==> config.mk <==
export PLATFORM = sky130hd
export DESIGN_NAME = gf180mcu_ef_io__bi_t_ctrl
export DESIGN_NICKNAME = d
export VERILOG_FILES = /design/src/rtl/gf180mcu_ef_io__bi_t_ctrl.sv
export SDC_FILE = /design/constraint.sdc
export NUM_CORES = 1
export LEC_CHECK = 0
export ABC_AREA = 1
export CORE_MARGIN = 10
export CORE_UTILIZATION = 52
export DETAILED_ROUTE_END_ITERATION = 16
export PLACE_DENSITY = 0.83
export SKIP_LAST_GASP = 1
export SLEW_MARGIN = 10
export SYNTH_ARGS = -nofsm -noshare
export SYNTH_HDL_FRONTEND = slang
export SYNTH_SLANG_ARGS = --single-unit
==> constraint.sdc <==
create_clock -name clk_i -period 2.7 [get_ports clk_i]
set_clock_uncertainty 0.05 [all_clocks]
set_input_delay 0.405 -clock clk_i [delete_from_list [all_inputs] [get_ports clk_i]]
set_output_delay 0.405 -clock clk_i [all_outputs]
set_load 0.01 [all_outputs]
==> src/rtl/gf180mcu_ef_io__bi_t_ctrl.sv <==
// Sequencing and configuration controller for one bidirectional 5V GPIO pad.
//
// Every accepted configuration write forces the pad into hi-Z (OE=0, IE=0) for
// TURN_CYCLES cycles before the new MODE takes effect. This stops the pad and
// the external bus from driving against each other. The pad's Y return is
// synchronised and debounced into DIN, which comes with one-cycle edge pulses.
//
// Ports
//   clk_i              core clock, rising edge
//   rst_ni             asynchronous active-low reset
//   cfg_we_i           config write strobe (single cycle)
//   cfg_wdata_i[7:0]   {SCHMITT, SLEW, DRIVE[1:0], PULL[1:0], MODE[1:0]}
//   cfg_rdata_o[7:0]   currently committed config
//   cfg_err_o          one-cycle pulse when a write arrives during turnaround
//   busy_o             high during turnaround
//   dout_i             core data to pad
//   din_o              debounced pad input
//   din_rise_o/fall_o  one-cycle pulses on DIN 0->1 / 1->0
//   y_i                pad cell Y
//   cs_o .. pdrv1_o    pad cell control pins of the same name
module gf180mcu_ef_io__bi_t_ctrl #(
   parameter int unsigned TURN_CYCLES = 4,
   parameter int unsigned DEB_CYCLES  = 8
) (
   input  logic       clk_i,
   input  logic       rst_ni,
   input  logic       cfg_we_i,
   input  logic [7:0] cfg_wdata_i,
   output logic [7:0] cfg_rdata_o,
   output logic       cfg_err_o,
   output logic       busy_o,
   input  logic       dout_i,
   output logic       din_o,
   output logic       din_rise_o,
   output logic       din_fall_o,
   input  logic       y_i,
   output logic       cs_o,
   output logic       sl_o,
   output logic       ie_o,
   output logic       oe_o,
   output logic       pu_o,
   output logic       pd_o,
   output logic       a_o,
   output logic       pdrv0_o,
   output logic       pdrv1_o
);

   localparam logic [1:0] StIdle   = 2'd0;
   localparam logic [1:0] StTurn   = 2'd1;
   localparam logic [1:0] StActive = 2'd2;

   localparam logic [3:0] TurnLoad = 4'(TURN_CYCLES - 1);
   localparam logic [8:0] DebLimit = 9'(DEB_CYCLES);

   logic [1:0] state_q, state_d;
   logic [3:0] turn_cnt_q, turn_cnt_d;
   logic [7:0] cfg_q, cfg_d;
   logic       cfg_err_q, cfg_err_d;
   // {cs, sl, pdrv1, pdrv0, pd, pu}, registered alongside the committed config
   logic [5:0] pad_q, pad_d;

   logic       sync1_q, sync2_q;
   logic [7:0] deb_cnt_q, deb_cnt_d;
   logic       din_q, din_d;
   logic       rise_q, rise_d;
   logic       fall_q, fall_d;

   // ---------------------------------------------------------------------------
   // Configuration / turnaround sequencing
   // ---------------------------------------------------------------------------
   always_comb begin
      state_d    = state_q;
      turn_cnt_d = turn_cnt_q;
      cfg_d      = cfg_q;
      cfg_err_d  = 1'b0;
      if (cfg_we_i && (state_q != StTurn)) begin
         cfg_d      = cfg_wdata_i;
         turn_cnt_d = TurnLoad;
         state_d    = StTurn;
      end else if (state_q == StTurn) begin
         // A write during turnaround is dropped; the countdown is not restarted.
         cfg_err_d = cfg_we_i;
         if (turn_cnt_q == 4'd0) begin
            state_d = StActive;
         end else begin
            turn_cnt_d = turn_cnt_q - 4'd1;
         end
      end
   end

   always_comb begin
      pad_d[0] = (cfg_d[3:2] == 2'b01);
      pad_d[1] = (cfg_d[3:2] == 2'b10);
      pad_d[2] = cfg_d[4];
      pad_d[3] = cfg_d[5];
      pad_d[4] = cfg_d[6];
      pad_d[5] = cfg_d[7];
   end

   always_ff @(posedge clk_i or negedge rst_ni) begin
      if (!rst_ni) begin
         state_q    <= StIdle;
         turn_cnt_q <= 4'd0;
         cfg_q      <= 8'd0;
         cfg_err_q  <= 1'b0;
         pad_q      <= 6'd0;
      end else begin
         state_q    <= state_d;
         turn_cnt_q <= turn_cnt_d;
         cfg_q      <= cfg_d;
         cfg_err_q  <= cfg_err_d;
         pad_q      <= pad_d;
      end
   end

   // OE/IE/A are decoded combinationally so DOUT reaches the pad with no added latency.
   always_comb begin
      oe_o = 1'b0;
      ie_o = 1'b0;
      a_o  = 1'b0;
      if (state_q == StActive) begin
         unique case (cfg_q[1:0])
            2'b00: ;
            2'b01: ie_o = 1'b1;
            2'b10: begin
               oe_o = 1'b1;
               ie_o = 1'b1;
               a_o  = dout_i;
            end
            2'b11: begin
               oe_o = ~dout_i;
               ie_o = 1'b1;
            end
            default: ;
         endcase
      end
   end

   // ---------------------------------------------------------------------------
   // Input path: 2-flop synchroniser + counter debounce
   // ---------------------------------------------------------------------------
   always_comb begin
      deb_cnt_d = 8'd0;
      din_d     = din_q;
      rise_d    = 1'b0;
      fall_d    = 1'b0;
      if (ie_o && (sync2_q != din_q)) begin
         if (({1'b0, deb_cnt_q} + 9'd1) == DebLimit) begin
            din_d  = sync2_q;
            rise_d = sync2_q;
            fall_d = ~sync2_q;
         end else begin
            deb_cnt_d = deb_cnt_q + 8'd1;
         end
      end
   end

   always_ff @(posedge clk_i or negedge rst_ni) begin
      if (!rst_ni) begin
         sync1_q   <= 1'b0;
         sync2_q   <= 1'b0;
         deb_cnt_q <= 8'd0;
         din_q     <= 1'b0;
         rise_q    <= 1'b0;
         fall_q    <= 1'b0;
      end else begin
         sync1_q   <= y_i;
         sync2_q   <= sync1_q;
         deb_cnt_q <= deb_cnt_d;
         din_q     <= din_d;
         rise_q    <= rise_d;
         fall_q    <= fall_d;
      end
   end

   assign cfg_rdata_o = cfg_q;
   assign cfg_err_o   = cfg_err_q;
   assign busy_o      = (state_q == StTurn);
   assign pu_o        = pad_q[0];
   assign pd_o        = pad_q[1];
   assign pdrv0_o     = pad_q[2];
   assign pdrv1_o     = pad_q[3];
   assign sl_o        = pad_q[4];
   assign cs_o        = pad_q[5];
   assign din_o       = din_q;
   assign din_rise_o  = rise_q;
   assign din_fall_o  = fall_q;

endmodule

Word-level counts from Yosys, hierarchy flattened
Index checks and enable logic that the tools add are counted.

cells by class
  add/sub/neg operators = 3
  equality and inequality tests = 11
  multiplexer cells = 21
  bitwise logic cells = 2
  reduce and logical (&&, ||, !) cells = 9

operators by type and width
  operator                                           count
  2-to-1 mux 8 bit                                   3
  2-to-1 mux 4 bit                                   3
  2-to-1 mux 1 bit                                   11
  adder 8 x 1 -> 9 bit (second input constant)       1
  == test 9 x 4 -> 1 bit (second input constant)     1
  adder 8 x 1 -> 8 bit (second input constant)       1
  == test 2 bit (second input constant)              4
  == test 2 x 1 -> 1 bit (second input constant)     3
  2-to-1 mux 2 bit                                   3
  AND reduction 2 bit                                3
  zero test 4 bit                                    1
  nonzero test 2 bit                                 2
  subtractor 4 x 1 -> 4 bit (second input constant)  1
  OR reduction 3 bit                                 1
  logical AND 1 bit                                  2
  != test 2 x 1 -> 1 bit (second input constant)     1
  != test 2 bit (second input constant)              1
  inverter 1 bit                                     2
  one-hot mux 1 bit (2 select lines)                 1
  != test 1 bit                                      1

storage, ports and cells
  flip-flop bits (word level) = 34
  input port bits = 13
  output and inout bits = 22
  word-level logic and storage cells = 58

Depth between registers and ports, before layout
Gate-level depths: netlist of the first run.

  depth in word-level cells = 6
  depth in mapped cells = 11
  gate-level depth less buffers = 11

Least setup slack after synthesis of the first run
OpenSTA, ideal clock, no wires.

  path type = register -> register
  start = reg deb_cnt_q[0]
  end = reg deb_cnt_q[0]
  library setup time = 122 ps
  arrival time = 1352 ps
  data required time = 2528 ps
  path slack = 1177 ps
  stages on the path, launching flop included = 12
  buffers on the path = 0
  period minus slack after synthesis = 1523 ps
  path through = dfrtp_1 > ha_1 > nand2_1 > clkinv_1 > nand3_1 > nand2_1 > inv_1 > nand2_2 > nor2_2 > nand2_1 > nand2_2 > nor2_1

between the ends
  cells in the longest elaborated chain, start to end = 4
  elaborated cells between the ends (all ways) = 5
  classes of those cells = add/sub (2); eq/ne (1); mux (2)

ends and longest elaborated chain
  element                 line  text
  start, declared         63    logic [7:0] deb_cnt_q, deb_cnt_d;
  start signal, assigned  169   deb_cnt_q <= deb_cnt_d;
  adder 8 x 1 -> 9 bit    148   if (({1'b0, deb_cnt_q} + 9'd1) == DebLimit) begin
  == test 9 x 4 -> 1 bit  148
  2-to-1 mux 8 bit (*)    148
  2-to-1 mux 8 bit (*)    147   if (ie_o && (sync2_q != din_q)) begin
  net deb_cnt_d[0]        63

The timed path passes the listed nets; every way through them passes the cells marked *.
A chain may end at the register's enable or synchronous reset.

Worst setup path after layout of the first run
  start = reg state_q[1]
  end = out a_o

between the ends
  cells in the longest elaborated chain, start to end = 2

ends and longest elaborated chain
  element                 line  text
  start, declared         55    logic [1:0] state_q, state_d;
  start signal, assigned  102   state_q <= StIdle;
  start signal, assigned  108   state_q <= state_d;
  == test 2 bit           121   if (state_q == StActive) begin
  2-to-1 mux 1 bit        121
  end, declared           43    output logic a_o,

No other way between the ends.

==> results of run 1 <==
final timing paths:
check	endpoint	slack [ns]	startpoint	cells after the start
hold reg to reg	sync2_q	0.30	sync1_q	0
max in group asynchronous	cfg_rdata_o[2]	1.94	rst_ni	2
hold / removal	sync2_q	0.30	sync1_q	0
setup reg to reg	deb_cnt_q[0]	0.94	deb_cnt_q[0]	11
setup / recovery	a_o	0.49	state_q[1]	5
min in group asynchronous	cfg_rdata_o[1]	0.38	rst_ni	2
cell families (layout without fill, tap and decap cells):
| family | after synthesis | after routing | share of synthesized area [%] |
|---|---|---|---|
| simple gates | 91 | 91 | 28.6 |
| buf+inv | 34 | 72 | 9.92 |
| flops | 30 | 30 | 50.8 |
| compound gates | 18 | 18 | 7.46 |
| fa+ha+maj | 3 | 3 | 2.54 |
| xor+xnor | 1 | 1 | 0.593 |
state kept, by name, indices dropped and copies added, names as in the netlist:
register	cells
deb_cnt_q	8
din_fall_o	1
din_o	1
state_q	2
pad_q	5
sync1_q	1
din_rise_o	1
cfg_err_o	1
cfg_rdata_o	5
turn_cnt_q	4
sync2_q	1
through the flow:
stage / hold WS (ns) / utilization, % / total power [W] / setup slack, ns / std cells
floorplan: 0.0594 / - / 0.00102 / 1.18 / 177
global placement: 0.289 / 66.8 / 0.00127 / 0.628 / 238
detailed placement: 0.290 / 66.8 / 0.00131 / 0.614 / 238
CTS: 0.310 / 69.7 / 0.00165 / 0.459 / 246
global route: 0.330 / 69.7 / 0.00174 / 0.336 / 246
finish: 0.303 / 69.7 / 0.00163 / 0.490 / 246
final cells by class:
class                   count  area (um^2)
well taps                  31         38.8
flip-flops and latches     30          751
multi-input cells         113          579
repair buffers             35          348
inverters                  29          109
fillers                   226          830
clock buffers               8         78.8
cells in the final DEF (no fill, tap or decap), types with 2 or more instances in the layout:
| cell | instances |
|---|---|
| nand4_1 | 2 |
| ha_1 | 3 |
| inv_1 | 24 |
| dfrtp_1 | 30 |
| o21ai_0 | 6 |
| nor2_4 | 3 |
| nand2_2 | 4 |
| nand3_1 | 11 |
| o22ai_1 | 2 |
| nor2_1 | 18 |
| clkbuf_4 | 5 |
| inv_2 | 4 |
| clkbuf_8 | 3 |
| o21ai_1 | 4 |
| nand2_1 | 47 |
| a21oi_1 | 3 |
| clkdlybuf4s50_1 | 34 |
metal layers:
metal / share of wire (%) / track usage, %
met1: 39 / 13.4
met2: 51 / 21.6
met3: 9.0 / 7.00
met4: 1.8 / 6.12
met5: 0 / 0
synthesized netlist by cell type:
cell type	n	area [um^2]
ha_1	3	37.5
nor3b_1	1	7.51
o21ai_1	4	20.0
o21bai_1	1	7.51
nand2_1	47	176
nor2_4	3	33.8
inv_1	24	90.1
nand3_1	11	55.1
nor2_2	1	6.26
or2_1	1	6.26
o21ai_2	1	8.76
nor2_8	1	20.0
buf_4	5	37.5
clkinv_1	1	3.75
dfrtp_1	30	751
o21ai_0	6	30.0
nor2_1	18	67.6
o22ai_1	2	12.5
nand2_2	4	25.0
or2_0	1	6.26
or2_2	1	6.26
nand4_1	2	12.5
xnor2_1	1	8.76
a21oi_1	3	15.0
inv_2	4	15.0
a21oi_4	1	16.3
power breakdown:
| group | switching [W] | leakage [nW] | total [W] | internal [W] |
|---|---|---|---|---|
| sequential | 0.0000791 | 0.383 | 0.000646 | 0.000567 |
| clock | 0.000156 | 0.0446 | 0.000334 | 0.000178 |
| combinational | 0.000328 | 0.501 | 0.000649 | 0.000321 |
==> impl_metrics.toml, run 1 <==
[timing]
fmax_ghz = 0.452
fin_setup_tns_ns = 0
post-route-min-period_ns = 2.21
rsz0062_at_grt = "false"
period_share_pct = 81.9
finalSetupViolations = 0
hold_violations = 0
relSlewSlack_pct = 75.7
tightest_slew_ns = 0.364
finalMaxSlewViolations = 0

[cts]
root_buffer = "clkbuf_4"
ctsResizeCount = 0
path_clk_slew_ns = 0.10
cts_tree = "done"
cts_inserted_buffers = 5
clk_path_buf_depth = 2
htree_levels = 2
hold_buffers = 0
cts.sinks = 30
insertion_delay_ns = 0.33
postCtsSetupRepairBufs = 0

[drt]
vias_per_cell = 4.92
first_iter_violations = 54
routed_wl_um = 3290
drc = 0
vias = 1210
wl_per_cell_um = 13.4
drtPass1Iterations = 4
drt.antenna.violating_nets = 0

[placed_design]
place_congestion = 0.858
post_dp_cell_area_um2 = 1830
dp_hpwl_um = 2570
port_buffers = 34

[yosys]
netlist_instances = 177
ys_warn_count = 0
synth_area_um2 = 1480
avgSynthCellArea_um2 = 8.34
ys_types = 26
syn_nets = 193
synth_seq_area_share_pct = 50.8
ys_seq_elements = 30

[global_routing]
grt_max_degree = 31
grtUsageTotal_pct = 13.1
antenna_found_initial = 0
grt_pass1_vias = 1284
grt_pass1_wl_um = 5530
grt-ovfl-total = 0

[setup_path]
cp.required_ns = 2.25
cp_data_arrival_time_ns = 1.76
cp-start-kind = "flop"
path_cells = "inv_2, nor2_1, nand2_1, nor3b_1, clkdlybuf4s50_1"
critical-path-top-delay-family = "buffers and inverters"
worst-setup-path-type = "reg2out"
cp_max_fo = 2
crit_path_top_delay_cell = "clkdlybuf4s50_1"
slowest_delay_ns = 0.57
endpoint_kind = "primary output"
worst-path-buf-inv = 2

[layout]
final_area_um2 = 1900
syn_to_final_growth_pct = 29.0
layout-drive-gt1-share_pct = 11.6
num-nets-final = 230
n_antenna_cell = 0

[die]
initial_core_util_pct = 54.0
die_y_um = 73.3
num_io_pins = 35
core_um2 = 2730
die_area_um2 = 5370
fp-row-count = 19
die_w_um = 73.3

[pwr]
p_leak_nw = 0.929
ir_drop_v = 0.000766
powerDensity_nw_per_um2 = 856

[run]
maxCapViolCount = 0

[worst_hold_path]
worstHoldPathType = "reg2reg"

[outcome]
status = "completed"
No activity file was read; power rests on OpenSTA's default activity.
==> run 2, diff against run 1 <==
--- a/config.mk
+++ b/config.mk
@@ -7,9 +7,9 @@
 export LEC_CHECK = 0
 export ABC_AREA = 1
 export CORE_MARGIN = 10
-export CORE_UTILIZATION = 52
+export CORE_UTILIZATION = 44
 export DETAILED_ROUTE_END_ITERATION = 16
-export PLACE_DENSITY = 0.83
+export PLACE_DENSITY = 0.75
 export SKIP_LAST_GASP = 1
 export SLEW_MARGIN = 10
 export SYNTH_ARGS = -nofsm -noshare
==> constraint.sdc (replaced) <==
create_clock -name clk_i -period 1.79 [get_ports clk_i]
set_clock_uncertainty 0.05 [all_clocks]
set_input_delay 0.2685 -clock clk_i [delete_from_list [all_inputs] [get_ports clk_i]]
set_output_delay 0.2685 -clock clk_i [all_outputs]
set_load 0.01 [all_outputs]
==> impl_metrics.toml, run 2 (same netlist as run 1, synthesis figures left out) <==
[layout]
final_common_cell = "nand2_1"
syn_to_final_growth_pct = 29.9
num-nets-final = 232
fin_util_pct = 61.3
n_antenna_cell = 0
fin_cells = 261
largest_register_ffs = 8
layout-drive-gt1-share_pct = 13.8
final_cell_mix = "nand2_1 (46), dfrtp_1 (30), clkdlybuf4s50_1 (30)"
top_register = "deb_cnt_q"

[die]
core_um2 = 3130
initial_core_util_pct = 47.2
die_area_um2 = 6070
num_io_pins = 35
fp-row-count = 20
die_w_um = 77.9
die_y_um = 77.9

[drt]
routed_wl_um = 3200
vias_per_cell = 4.61
vias = 1203
wl_per_cell_um = 12.2
drtPass1Iterations = 4
drc = 0
drt.antenna.violating_nets = 0
first_iter_violations = 36

[placed_design]
dp_hpwl_um = 2490
port_buffers = 34
place_ws_ns = -0.0387
place_congestion = 0.779
numPlacedInstances = 251

[setup_path]
startpoint = "state_q[1]"
cp-start-kind = "flop"
worst-path-buf-inv = 2
endpoint_kind = "primary output"
cp_data_arrival_time_ns = 1.36
regToRegStartpoint = "deb_cnt_q[0]"
cp_max_fo = 4
path_cells = "buf_4, nor2_4, dlygate4sd2_1"
critical-path-top-delay-family = "buffers and inverters"
slowest_delay_ns = 0.40
cp.required_ns = 1.47
crit_path_top_delay_cell = "dfrtp_1"
worst-setup-path-type = "reg2out"

[cts]
path_clk_slew_ns = 0.09
htree_levels = 2
insertion_delay_ns = 0.33
cts_tree = "done"
hold_buffers = 0
cts_inserted_buffers = 5
root_buffer = "clkbuf_4"
clk_path_buf_depth = 2
cts.sinks = 30

[timing]
fin_ws_ns = 0.114
period_share_pct = 93.6
relSlewSlack_pct = 75.2
finalMaxSlewViolations = 0
hold_violations = 0
tightest_slew_ns = 0.373
rsz0062_at_grt = "false"
post-route-min-period_ns = 1.68
finalSetupViolations = 0
fmax_ghz = 0.597
whs_ns = 0.261

[run]
maxCapViolCount = 0

[global_routing]
grt_pass1_vias = 1271
grt_max_degree = 31
antenna_found_initial = 0
grt-ovfl-total = 0
grt_pass1_wl_um = 5480
grtUsageTotal_pct = 11.2

[worst_hold_path]
worstHoldPathType = "in2async"

[pwr]
p_leak_nw = 0.939
powerDensity_nw_per_um2 = 1230
ir_drop_v = 0.000849

[outcome]
status = "completed"
==> run 2: final cells by class <==
class	instances	area (um^2)
Clock buffer	7	55.1
Sequential cell	30	751
Clock inverter	1	5.00
Multi-Input combinational cell	113	588
Inverter	29	109
Timing Repair Buffer	37	355
Tap cell	44	55.1
Fill cell	295	1210
==> run 2: path summary, 6_finish.rpt <==
| path | end | slack [ns] | depth (start not counted) |
|---|---|---|---|
| max reg2reg | deb_cnt_q[1] | 0.16 | 11 |
| min reg2reg | sync2_q | 0.31 | 0 |
| min | pad_q[1] | 0.26 | 2 |
| max in group asynchronous | turn_cnt_q[2] | 1.15 | 2 |
| max | busy_o | 0.11 | 3 |
| min in group clk_i | sync2_q | 0.31 | 0 |
==> run 2: per-stage QoR <==
step	setup TNS, ns	instance area [um^2]	total power, W
final	0	1920	0.00236
after global routing	0	1920	0.00256
after CTS	-0.000585	1910	0.00241
after detailed placement	-0.0387	1840	0.00196
after global placement	-0.0280	1840	0.00192
after floorplan	0	1480	0.00153
==> run 2: per-layer routing <==
metal | global-route usage (%) | vias up | share of wire [%]
met1 | 10.6 | 540 | 38
met2 | 18.4 | 33 | 49
li1 | - | 620 | -
met4 | 5.56 | 0 | 2.4
met3 | 7.26 | 10 | 11
met5 | 0 | - | 0
==> run 2: worst reg2reg max path: stages (launching register included) <==
cell and delay (ns):
dfrtp_1 0.42, ha_1 0.23, nand2_2 0.12, clkinv_1 0.11, nand3_1 0.08, nand2_1 0.09
inv_1 0.08, nand2_2 0.05, nor2_2 0.11, nand2_1 0.07, nand2_2 0.08, nor2_1 0.05
==> run 2: where the power goes <==
group / total [W] / leakage [nW] / internal [W] / switching (W)
clock network: 0.000417 / 0.0353 / 0.000190 / 0.000227
registers: 0.000973 / 0.383 / 0.000856 / 0.000117
logic: 0.000975 / 0.520 / 0.000484 / 0.000491
==> run 2: repair_timing <==
item / 4_1_cts / 5_1_grt
resized for setup: 6 / 5
buffers inserted: 1 / 1
endpoints found under the setup margin: 4 / 8
==> run 3, diff against run 2 <==
--- a/config.mk
+++ b/config.mk
@@ -6,7 +6,7 @@
 export NUM_CORES = 1
 export LEC_CHECK = 0
 export ABC_AREA = 1
-export CORE_MARGIN = 10
+export CORE_ASPECT_RATIO = 1.5
 export CORE_UTILIZATION = 44
 export DETAILED_ROUTE_END_ITERATION = 16
 export PLACE_DENSITY = 0.75
==> impl_metrics.toml, run 3 (same netlist as run 1, synthesis figures left out) <==
[timing]
post-route-min-period_ns = 1.63
fin_ws_ns = 0.162
finalMaxSlewViolations = 0
fmax_ghz = 0.614
relSlewSlack_pct = 75.2
period_share_pct = 91.0
finalSetupViolations = 0
hold_violations = 0
tightest_slew_ns = 0.372
rsz0062_at_grt = "false"

[global_routing]
grt_max_degree = 31
grt-ovfl-total = 0
grtUsageTotal_pct = 17.4
grt_pass1_wl_um = 4570
antenna_found_initial = 0
grt_pass1_vias = 1147

[die]
die_w_um = 49.3
die_y_um = 72.9
fp-row-count = 25
die_area_um2 = 3600
num_io_pins = 35
initial_core_util_pct = 46.7
core_um2 = 3160

[setup_path]
path_cells = "nor2_2, nand2_1, nor3b_1, dlygate4sd2_1"
cp_max_fo = 2
reg2reg_to = "deb_cnt_q[0]"
crit_path_top_delay_cell = "dfrtp_1"
endpoint_kind = "primary output"
slowest_delay_ns = 0.39
cp.required_ns = 1.47
worst-setup-path-type = "reg2out"
reg2reg_depth = 11
r2r_setup_slack_ns = 0.19
cp-start-kind = "flop"
cp_data_arrival_time_ns = 1.31
regToRegStartpoint = "deb_cnt_q[0]"

[layout]
fin_util_pct = 62.2
largest_register_ffs = 8
num-nets-final = 235
syn_to_final_growth_pct = 33.1
top_register = "deb_cnt_q"
final_common_cell = "nand2_1"
layout-drive-gt1-share_pct = 14.1
n_antenna_cell = 0
final_cell_mix = "nand2_1 (46), dfrtp_1 (30), clkdlybuf4s50_1 (30)"
fill_cells = 268

[pwr]
p_leak_nw = 0.974
ir_drop_v = 0.000981
powerDensity_nw_per_um2 = 1260

[cts]
insertion_delay_ns = 0.28
cts_tree = "done"
path_clk_slew_ns = 0.06
hold_buffers = 0
clk_path_buf_depth = 2
cts.sinks = 30
root_buffer = "clkbuf_8"
htree_levels = 2
cts_inserted_buffers = 5

[drt]
first_iter_violations = 21
routed_wl_um = 2760
drc = 0
vias = 1222
drtPass1Iterations = 4
wl_per_cell_um = 10.6
drt.antenna.violating_nets = 0
vias_per_cell = 4.70

[placed_design]
port_buffers = 34
place_ws_ns = -0.00951
dp_hpwl_um = 2100
place_congestion = 0.797

[outcome]
status = "completed"

[worst_hold_path]
min_to = "sync2_q"
min_path_cells = 0
worstHoldPathType = "reg2reg"
hold_start = "sync1_q"

[run]
maxCapViolCount = 0
==> run 3: cell count changes in the layout (fill, tap and decap cells not counted), sizes merged <==
cell           delta
buf               +3
clkbuf            -1
clkdlybuf4s15     -1
dlygate4sd2       +2
==> run 3: cell type report <==
type	instances	area (um^2)	share of cell area, %
sequential	30	751	38.2
multi-input combinational	113	584	29.7
timing repair buffer	40	380	19.4
inverter	29	109	5.54
clock buffer	7	86.3	4.39
tap	40	50.0	2.55
clock inverter	1	5.00	0.255
==> run 3: power by group <==
group          internal (W)  switching (W)
Sequential         0.000858       0.000113
Combinational      0.000491       0.000473
Clock              0.000309       0.000241
Total               0.00166       0.000827
==> run 3: layer usage <==
layer	GRT usage, %	share of wire [%]	up-vias
met5	0	0	-
met2	33.6	56	34
li1	-	-	627
met1	15.7	36	554
met3	5.21	5.7	7
met4	9.15	2.4	0
==> run 3: worst max-delay path: cells and delay by family (launching register included) <==
kind | cells | cell delay [ns]
buffers and inverters | 1 | 0.28
flip-flops | 1 | 0.39
AND/OR/NAND/NOR | 3 | 0.35
==> run 3: stage by stage <==
step	area (um^2)	total power (W)	std cells	TNS [ns]	hold WS, ns
after floorplan	1480	0.00153	177	0	-0.0771
after global placement	1860	0.00192	250	0	0.282
after detailed placement	1860	0.00194	250	-0.00951	0.285
after CTS	1960	0.00251	259	0	0.295
after global routing	1970	0.00266	260	0	0.316
final	1970	0.00249	260	0	0.295
==> run 3: how the worst max path moves through the flow <==
stage / start / end / slack (ns)
after global placement: dout_i / a_o / 0.01
after detailed placement: dout_i / a_o / -0.01
final: state_q[0] / a_o / 0.16
after CTS: deb_cnt_q[1] / deb_cnt_q[0] / 0.09
after floorplan: deb_cnt_q[0] / deb_cnt_q[0] / 0.27
after global routing: deb_cnt_q[0] / deb_cnt_q[0] / 0.03
==> run 3: repair_timing <==
action,CTS,global route
endpoints found under the setup margin,4,5
setup buffers,1,1
resized for setup,5,1
